[src/rtl/min_max_job_scheduler.sv]
// Two-requester job scheduler: copies a 16-byte array into a min/max finder,
// runs it with a timeout and returns max/min/cycle count to the job owner.
module min_max_job_scheduler #(
  parameter logic [7:0] TIMEOUT = 8'd200
) (
  input  logic         Clk,
  input  logic         Resetb,
  input  logic         Req0,
  input  logic         Req1,
  input  logic [127:0] Data0,
  input  logic [127:0] Data1,
  output logic         Ack0,
  output logic         Ack1,
  output logic         Rdy,
  output logic         Owner,
  output logic [7:0]   Max_out,
  output logic [7:0]   Min_out,
  output logic [7:0]   Cycles,
  output logic         Err,
  output logic         Fnd_Wr_En,
  output logic [3:0]   Fnd_Wr_Addr,
  output logic [7:0]   Fnd_Wr_Data,
  output logic         Fnd_Start,
  output logic         Fnd_Ack,
  input  logic         Fnd_Qi,
  input  logic         Fnd_Qd,
  input  logic [7:0]   Fnd_Max,
  input  logic [7:0]   Fnd_Min
);

  typedef enum logic [2:0] {
    S_IDLE, S_GRANT, S_WRITE, S_START, S_WAIT, S_RESULT
  } state_t;

  state_t       r_state;
  logic         r_last;
  logic         r_gnt;
  logic [127:0] r_buf;
  logic [3:0]   r_addr;
  logic [7:0]   r_cnt;
  logic         r_owner;
  logic [7:0]   r_max;
  logic [7:0]   r_min;
  logic [7:0]   r_cycles;
  logic         r_err;

  logic         w_pick;
  logic [7:0]   w_cnt_nxt;

  // On a tie the requester that was not served last wins
  assign w_pick    = (Req0 & Req1) ? ~r_last : Req1;
  assign w_cnt_nxt = (r_cnt == 8'hFF) ? r_cnt : r_cnt + 8'd1;

  assign Ack0        = (r_state == S_GRANT) & ~r_gnt;
  assign Ack1        = (r_state == S_GRANT) &  r_gnt;
  assign Rdy         = (r_state == S_RESULT);
  assign Fnd_Ack     = (r_state == S_RESULT);
  assign Fnd_Wr_En   = (r_state == S_WRITE);
  assign Fnd_Wr_Addr = r_addr;
  assign Fnd_Wr_Data = r_buf[{r_addr, 3'b000} +: 8];
  assign Fnd_Start   = (r_state == S_START) & Fnd_Qi;
  assign Owner       = r_owner;
  assign Max_out     = r_max;
  assign Min_out     = r_min;
  assign Cycles      = r_cycles;
  assign Err         = r_err;

  always_ff @(posedge Clk or negedge Resetb) begin
    if (!Resetb) begin
      r_state  <= S_IDLE;
      r_last   <= 1'b1;
      r_gnt    <= 1'b0;
      r_buf    <= '0;
      r_addr   <= '0;
      r_cnt    <= '0;
      r_owner  <= 1'b0;
      r_max    <= '0;
      r_min    <= '0;
      r_cycles <= '0;
      r_err    <= 1'b0;
    end else begin
      unique case (r_state)
        S_IDLE: begin
          if (Req0 | Req1) begin
            r_gnt   <= w_pick;
            r_buf   <= w_pick ? Data1 : Data0;
            r_state <= S_GRANT;
          end
        end
        S_GRANT: begin
          r_addr  <= '0;
          r_state <= S_WRITE;
        end
        S_WRITE: begin
          r_addr <= r_addr + 4'd1;
          if (r_addr == 4'd15)
            r_state <= S_START;
        end
        S_START: begin
          if (Fnd_Qi) begin
            r_cnt   <= '0;
            r_state <= S_WAIT;
          end
        end
        S_WAIT: begin
          if (Fnd_Qd) begin
            r_max    <= Fnd_Max;
            r_min    <= Fnd_Min;
            r_cycles <= r_cnt;
            r_err    <= 1'b0;
            r_owner  <= r_gnt;
            r_state  <= S_RESULT;
          end else if (w_cnt_nxt == TIMEOUT) begin
            // Abort: neutral result so a consumer ignoring Err sees no range
            r_max    <= 8'h00;
            r_min    <= 8'hFF;
            r_cycles <= TIMEOUT;
            r_err    <= 1'b1;
            r_owner  <= r_gnt;
            r_state  <= S_RESULT;
          end else begin
            r_cnt <= w_cnt_nxt;
          end
        end
        S_RESULT: begin
          r_last  <= r_gnt;
          r_state <= S_IDLE;
        end
        default: r_state <= S_IDLE;
      endcase
    end
  end

endmodule

[config.mk]
export PLATFORM = sky130hd
export DESIGN_NAME = min_max_job_scheduler
export DESIGN_NICKNAME = d
export VERILOG_FILES = /design/src/rtl/min_max_job_scheduler.sv
export SDC_FILE = /design/constraint.sdc
export NUM_CORES = 1
export LEC_CHECK = 0
export BUFFER_PORTS_ARGS = -buffer_cell sky130_fd_sc_hd__buf_2
export CORE_UTILIZATION = 50
export CTS_CLUSTER_SIZE = 20
export DETAILED_ROUTE_END_ITERATION = 8
export PLACE_DENSITY = 0.84
export SYNTH_ARGS = -nofsm -noshare
export SYNTH_HDL_FRONTEND = slang
export SYNTH_SLANG_ARGS = --single-unit
[constraint.sdc]
create_clock -name Clk -period 2.5 [get_ports Clk]
set_input_delay 0.5 -clock Clk [delete_from_list [all_inputs] [get_ports Clk]]
set_output_delay 0.5 -clock Clk [all_outputs]
set_load 0.01 [all_outputs]
==> run summary, run 1 <==
The run finished, with violations left. The checks that failed: negative setup slack. The die covers 18,130 um^2. The worst hold slack across all endpoints is 0.03158 ns.

The worst register-to-register path begins at r_cnt[1]. The clock tree root driver cell is sky130_fd_sc_hd__clkbuf_16. The final critical-path share of the clock period came out at 111.6%. The number of enable-type register cells in the synthesized netlist is 0. The number of cell instances on the worst register-to-register path is 8. Buffers inserted to repair hold after CTS numbered 0. The die is 134.6 um wide.

The number of pins exceeding their max-slew limit in the final report came out at 0. The worst setup path is of the reg -> out kind. The number of synthesis warnings came out at 0. The total CTS buffers is 17. The tool flagged a number of max-cap violations equal to 0. sky130_fd_sc_hd__dfrtp_1 takes more of the synthesized area than any other cell. After global routing the overflow that remains totals 0. Sorting the synthesized cells by how often they occur yields sky130_fd_sc_hd__dfrtp_1 (170), sky130_fd_sc_hd__nor2_1 (140), sky130_fd_sc_hd__a21oi_1 (134), sky130_fd_sc_hd__mux2i_1 (130). Setup slack on the critical path of the routed design comes to -0.2890 ns. The leakage power came out at 5.399 nW. The final net count is 1,380. The pre-CTS setup slack is 0.1531 ns.

The clock tree from TritonCTS is yes. The first-pass GRT wire length came out at 40,650 um. The wire-length estimate of the detail-placed layout is 20,380 um. The first TritonRoute pass finished after 6 iterations. Entering global routing, the biggest net connects 71 pins. After synthesis the netlist holds a flip-flop and latch count of 171. Yosys attributes the largest share of cell area to sky130_fd_sc_hd__dfrtp_1 (48%), sky130_fd_sc_hd__mux2i_1 (15%), sky130_fd_sc_hd__mux4_2 (10%). The maximum fanout along the worst path came out at 7. The clock-pin slew reported for the worst setup and hold paths after clock tree synthesis came out at 0.07 ns.

The final cell utilization of the core is 66.49%. The clock net in this run drives a total of 171 sinks. In this run the remaining antenna-violating nets after routing total 0.

The via count of the first global-routing pass came out at 7,393. The share of flip-flops with an asynchronous set or reset after synthesis came out at 100.0%. The initial antenna violation count was 0.

Row generation in the floorplan step produced 48 rows. The core footprint is 17,240 um^2. The detailed-route wire length came out at 27,380 um. In this run the cell area of the synthesized design comes to 8797 um^2.

For this design the ratio of total power to cell area is 1193 nW/um^2. The register-to-register setup slack is 0.20 ns. The total inserted antenna cells came out at 0. The weighted congestion at the end of routability-driven global placement came out at 0.9422. For the pin with the worst max-slew slack, the measured transition is 0.6397 ns. For this run, the total global-route usage over all layers was measured as 30.82%. The sequential area share after synthesis came out at 48.66%.

In the routed layout, each cell is associated on average with a via count of 5.740. The worst vdd rail ir drop came out at 0.6401 mV. Setup repair after global routing could not meet its margin everywhere.

The path class of the tightest hold or removal check is in -> async. The post-synth net total is 1,079. Summing over every cut layer, the via total after detailed routing is 7,680.

The data required time of the critical path came out at 2.00 ns. The initial cell density of the core came out at 51.04%. The post-route netlist has 39.80% of its cells at a drive strength greater than 1. sky130_fd_sc_hd__dfrtp_1 is the most common cell in the netlist. The worst setup path is captured at an output pin. For the worst setup path, the data arrival time is 2.29 ns. For this run, design rule violations remaining after detail routing come to 0. The synthesized instance count came out at 799. The clock passes through at most 2 buffers.

The worst setup path is launched from a register. After detailed routing, the average wire length per cell comes to 20.46 um. For this design the top-level I/O count stands at 322.

Relative to the synthesized area, the layout overhead comes to 30.28%. The endpoint of the most critical register-to-register path is Owner. The final-report hold violation count came out at 0. The highest clock rate came out at 0.3585 GHz. The final-report setup violation count is 8. The die outline height is 134.6 um. The worst-skew pair later-pin latency is 0.43 ns. The average size of a mapped cell is 11.01 um^2. Among all flip-flop cells after synthesis, the most frequent one is sky130_fd_sc_hd__dfrtp_1. Measured against its own limit, the worst slew margin works out to 57.36%. The largest clock skew in the final design is 0.008394 ns. The count of distinct cell types in the synthesized netlist is 51. The smallest clock period supported by the final layout is computed as 2.789 ns.

The number of DRC markers in iteration 0 is 818. The design area is 11,460 um^2. The H-tree depth reported by CTS is 4. The fraction of post-synthesis cell area in the top cell type by area came out at 48.36%. The placed cell area came out at 10,700 um^2. The number of port buffers came out at 321.
[logic make-up after synthesis]
logic type / after synthesis / synth area share [%]
mux: 173 / 25.42
simple gates: 190 / 9.259
flops: 171 / 48.66
buf+inv: 74 / 3.712
fa+ha+maj: 2 / 0.2844
compound gates: 188 / 12.57
xor+xnor: 1 / 0.09958
[routing by layer]
layer | vias up | part of all wire [%] | GRT usage, %
met5 | - | 0 | 0
met3 | 80 | 8.2 | 7.470
met4 | 0 | 4.7 | 15.48
met2 | 462 | 47 | 48.63
li1 | 3506 | - | -
met1 | 3632 | 40 | 39.88
[state kept, by name, indices dropped and copies added (netlist names), 3 cells and up]
| register | flops |
|---|---|
| Min_out | 8 |
| r_state | 3 |
| r_buf | 128 |
| Max_out | 8 |
| Cycles | 8 |
| Fnd_Wr_Addr | 4 |
| r_cnt | 8 |
[area by class of cell]
type | count | area (um^2)
Clock inverter | 13 | 158.9
Timing Repair Buffer | 349 | 2041
Fill cell | 1301 | 5776
Inverter | 7 | 30.03
Clock buffer | 19 | 442.9
Sequential cell | 171 | 4285
Multi-Input combinational cell | 554 | 4222
Tap cell | 225 | 281.5
[timing repair]
item,in CTS,in global routing
buffers inserted,3,2
gates resized for setup,7,13
cloned,2,1
setup endpoints to repair,8,27
[cells in the final DEF (no fill, tap or decap), types with 10 or more instances in the layout]
cell type and instances:
sky130_fd_sc_hd__a22o_1 12, sky130_fd_sc_hd__clkbuf_16 18, sky130_fd_sc_hd__buf_4 13, sky130_fd_sc_hd__buf_12 10, sky130_fd_sc_hd__nand3_1 11, sky130_fd_sc_hd__nand2_1 11, sky130_fd_sc_hd__mux2i_1 130, sky130_fd_sc_hd__buf_6 11
sky130_fd_sc_hd__nor2_1 140, sky130_fd_sc_hd__buf_2 313, sky130_fd_sc_hd__a21oi_1 134, sky130_fd_sc_hd__dfrtp_1 166, sky130_fd_sc_hd__o22a_1 11, sky130_fd_sc_hd__mux4_2 40
[worst max-delay path: stages (launching register included)]
cell                      delay [ns]
sky130_fd_sc_hd__dfrtp_2        0.42
sky130_fd_sc_hd__buf_4          0.14
sky130_fd_sc_hd__buf_12         0.13
sky130_fd_sc_hd__mux4_2         0.50
sky130_fd_sc_hd__mux4_2         0.53
sky130_fd_sc_hd__buf_6          0.15
[how the worst max path moves through the flow]
stage               depth (start not counted)           start             end
detailed placement                          4  Fnd_Wr_Addr[0]  Fnd_Wr_Data[6]
global placement                            4  Fnd_Wr_Addr[0]  Fnd_Wr_Data[2]
finish                                      5  Fnd_Wr_Addr[0]  Fnd_Wr_Data[0]
floorplan                                   4  Fnd_Wr_Addr[0]  Fnd_Wr_Data[3]
global route                                5  Fnd_Wr_Addr[0]  Fnd_Wr_Data[0]
CTS                                         5  Fnd_Wr_Addr[0]  Fnd_Wr_Data[6]
[metrics by stage]
stage          cells  setup TNS (ns)  power (mW)
4_1_cts         1337          -2.233       13.50
3_5_place_dp    1300               0       10.47
2_1_floorplan    799               0       8.476
5_1_grt         1338          -2.568       14.39
6_report        1338          -2.186       13.67
3_3_place_gp    1300               0       10.24
[power by group]
part / internal [mW] / switching [mW]
clock: 1.53 / 1.16
combinational: 2.92 / 2.87
sequential: 4.05 / 1.16
No activity file was read; power rests on OpenSTA's default activity.
==> run 2: changes to the inputs <==
--- a/config.mk
+++ b/config.mk
@@ -6,7 +6,9 @@
 export NUM_CORES = 1
 export LEC_CHECK = 0
 export BUFFER_PORTS_ARGS = -buffer_cell sky130_fd_sc_hd__buf_2
-export CORE_UTILIZATION = 50
+export CELL_PAD_IN_SITES_DETAIL_PLACEMENT = 1
+export CELL_PAD_IN_SITES_GLOBAL_PLACEMENT = 1
+export CORE_UTILIZATION = 38
 export CTS_CLUSTER_SIZE = 20
 export DETAILED_ROUTE_END_ITERATION = 8
 export PLACE_DENSITY = 0.84
==> run 2 against run 1 <==
The run still ends with negative setup slack left. Core utilization shrank 15 points. Power grew 3.5%. Non-clock buffer count grew 4. Critical path depth is the same. First-iteration DRC count shrank 22%. Count of clock-buffer cells in the layout shrank 2. Clock power grew 3%. Setup slack lost 0.057 ns. Register-to-register slack lost 0.09 ns. Die area grew 31%. Global-route usage shrank 3.4 points. Maximum frequency shrank 2.0%. Largest cell class unchanged. Highest routed layer unchanged.
==> run summary, run 2 (same netlist as run 1, synthesis figures left out) <==
The flow ran to the end, but the final reports show violations. The checks that failed: negative setup slack. The cell count along the critical path came out at 5. The total inserted antenna cells came out at 0.

Leaving out fill and tap cells, the most frequent cells in the layout are sky130_fd_sc_hd__buf_2 (312), sky130_fd_sc_hd__dfrtp_1 (167), sky130_fd_sc_hd__nor2_1 (140). The count of cells along the worst hold path is 2. The maximum number of pins on one net before global-route repair came out at 114. The detailed-route wire length is 32,850 um. The data required time of the critical path is 2.00 ns. The number of iterations in the first detailed-routing pass is 6. The largest clock skew in the final design is 0.008207 ns.

The leakage power came out at 5.436 nW. The final critical path takes up 113.8% of the cycle. TritonCTS built the clock tree. The via count of the first global-routing pass came to 8,041. The path class of the tightest hold or removal check is in -> reg.

Setup slack on the critical path of the routed design comes to -0.3461 ns. The total overflow left after global routing is 0. The post-route antenna net violation count came out at 0. The category of the worst setup path capture point is an output pin. The worst vdd rail ir drop came out at 0.5686 mV. Setup repair after global routing could not meet its margin everywhere.

The buffer depth of the longest clock path is 2. The final-report hold violation count is 0. The number of cell instances on the worst register-to-register path is 7. After routing the design area is 11,580 um^2. The number of port buffers is 321. Leaving out filler cells and counting taps, the final layout contains 1,402. The power density normalized to cell area came out at 1222 nW/um^2. The worst hold slack across all endpoints came out at 0.2696 ns.

Clock-pin slew was measured on the worst setup and hold paths at 0.07 ns. The number of placed cells counting well taps is 1,365. Measured along the x axis, the die boundary spans 154.2 um. The estimated wirelength of the detail-placed design is 23,920 um.

The boundary pin count is 322. The number of clock buffers added by TritonCTS is 17. Static timing analysis puts the maximum clock frequency at 0.3514 GHz. In the final layout, the share of cells above drive strength 1 is 39.93%. The combined flip-flop and latch cell area came out at 4284 um^2. The die is 154.2 um tall.

The core footprint is 22,640 um^2. For this design, the sink count on the clock tree is 171. The maximum single-stage delay on the critical path came out at 0.54 ns. Ranked by flip-flop count, first place goes to r_buf.

The standard cell with the maximum stage delay on the critical path is sky130_fd_sc_hd__mux4_2. The global-route usage over all layers is 27.41%. Adding up every negative setup slack in the final design gives -2.397 ns. The row count came out at 55. For this run, design rule violations remaining after detail routing come to 0. The synthesis-to-finish area growth came out at 31.67%. Among cell families on the critical path, the largest total delay comes from multiplexers. The multi-input logic area came out at 4225 um^2. The flip-flop count of the largest register, all copies and words added is 128. The full die area is 23,760 um^2. The number of pins exceeding their max-slew limit in the final report came out at 0. The transition time of the tightest slew-check pin came out at 0.6452 ns. The wire length per cell is 23.43 um.

Walking the worst path, the cells encountered are buf_12, buf_16, mux4_2, mux4_2, buf_6. The final net count came out at 1,384. The H-tree depth reported by CTS is 4.

The pre-CTS setup slack is 0.07680 ns. The filler cell count is 2,540. Dividing the detail-routed via count by the number of cells gives 5.613. The worst setup path is of the reg -> out kind. The final critical delay including setup and external delays came out at 2.846 ns.

The initial cell density of the core came out at 38.86%. Summing over every cut layer, the via total after detailed routing is 7,869. The worst max-slew margin expressed relative to the limit is 56.99%. The later pin in the worst-skew pair is clocked with a latency of 0.44 ns. In this run the clock root is driven by a sky130_fd_sc_hd__clkbuf_16. The library cell used most frequently in the layout, excluding fill and tap cells, is sky130_fd_sc_hd__buf_2. The initial antenna violation count is 0. The arrival time reported for the critical path endpoint is 2.35 ns. The critical path contains buffers and inverters numbering 3 combined. In this run, the number of DRC markers left after iteration 0 of detailed routing was 634.

The critical path launch point type is a register. By instance count, the cell type seen most on the critical path is sky130_fd_sc_hd__mux4_2. The number of maximum-capacitance constraint violations is 0. The placed cell area is 10,810 um^2.

The final-report setup violation count is 8. The congestion estimate from routability-driven global placement came to 0.8689. The maximum fanout along the worst path is 7. The first-pass GRT wire length came out at 47,380 um.
run 2: changes by cell type in the layout (fill, tap and decap cells not counted), moves of 2 or more:
cell	before	now
sky130_fd_sc_hd__inv_6	3	6
sky130_fd_sc_hd__buf_4	13	17
sky130_fd_sc_hd__clkinvlp_4	3	1
sky130_fd_sc_hd__clkinv_4	4	2
run 2: stage by stage:
stage / util, % / power, mW
3_5_place_dp: 47.76 / 10.72
5_1_grt: 51.16 / 14.84
3_3_place_gp: 47.76 / 10.40
6_report: 51.16 / 14.15
4_1_cts: 50.73 / 13.81
2_1_floorplan: - / 8.476
run 2: worst paths after layout:
path,start,endpoint,slack (ns)
setup / recovery,Fnd_Wr_Addr[0],Fnd_Wr_Data[1],-0.35
hold / removal,Fnd_Min[6],Min_out[6],0.27
min in group asynchronous,Resetb,Max_out[7],0.51
max in group asynchronous,Resetb,r_buf[18],1.31
setup reg to reg,r_cnt[1],Owner,0.11
hold reg to reg,Max_out[3],Max_out[3],0.50
run 2: routing by layer:
layer	GRT usage [%]	vias up	part of all wire, %
li1	-	3515	-
met1	33.04	3862	38
met2	45.82	413	50
met3	7.074	79	7.6
met4	13.00	0	4.4
met5	0	-	0
run 2: final cells by class:
class / count / area share (%)
Timing Repair Buffer: 353 / 18.04
Tap cell: 285 / 3.078
Sequential cell: 171 / 36.98
Clock buffer: 17 / 3.673
Inverter: 7 / 0.2268
Clock inverter: 15 / 1.523
Multi-Input combinational cell: 554 / 36.48
run 2: power breakdown:
part	internal, mW	total [mW]	switching, mW
registers	4.04	5.26	1.22
logic	2.99	6.13	3.14
clock network	1.51	2.76	1.25
total	8.54	14.2	5.61
run 2: repair_timing:
| action | in CTS | in global routing |
|---|---|---|
| setup endpoints to repair | 23 | 32 |
| buffers inserted | 1 | 1 |
| gates resized for setup | 9 | 7 |
| gates cloned | 0 | 3 |
| hold buffers | 1 | 0 |
| hold endpoints to repair | 29 | 0 |
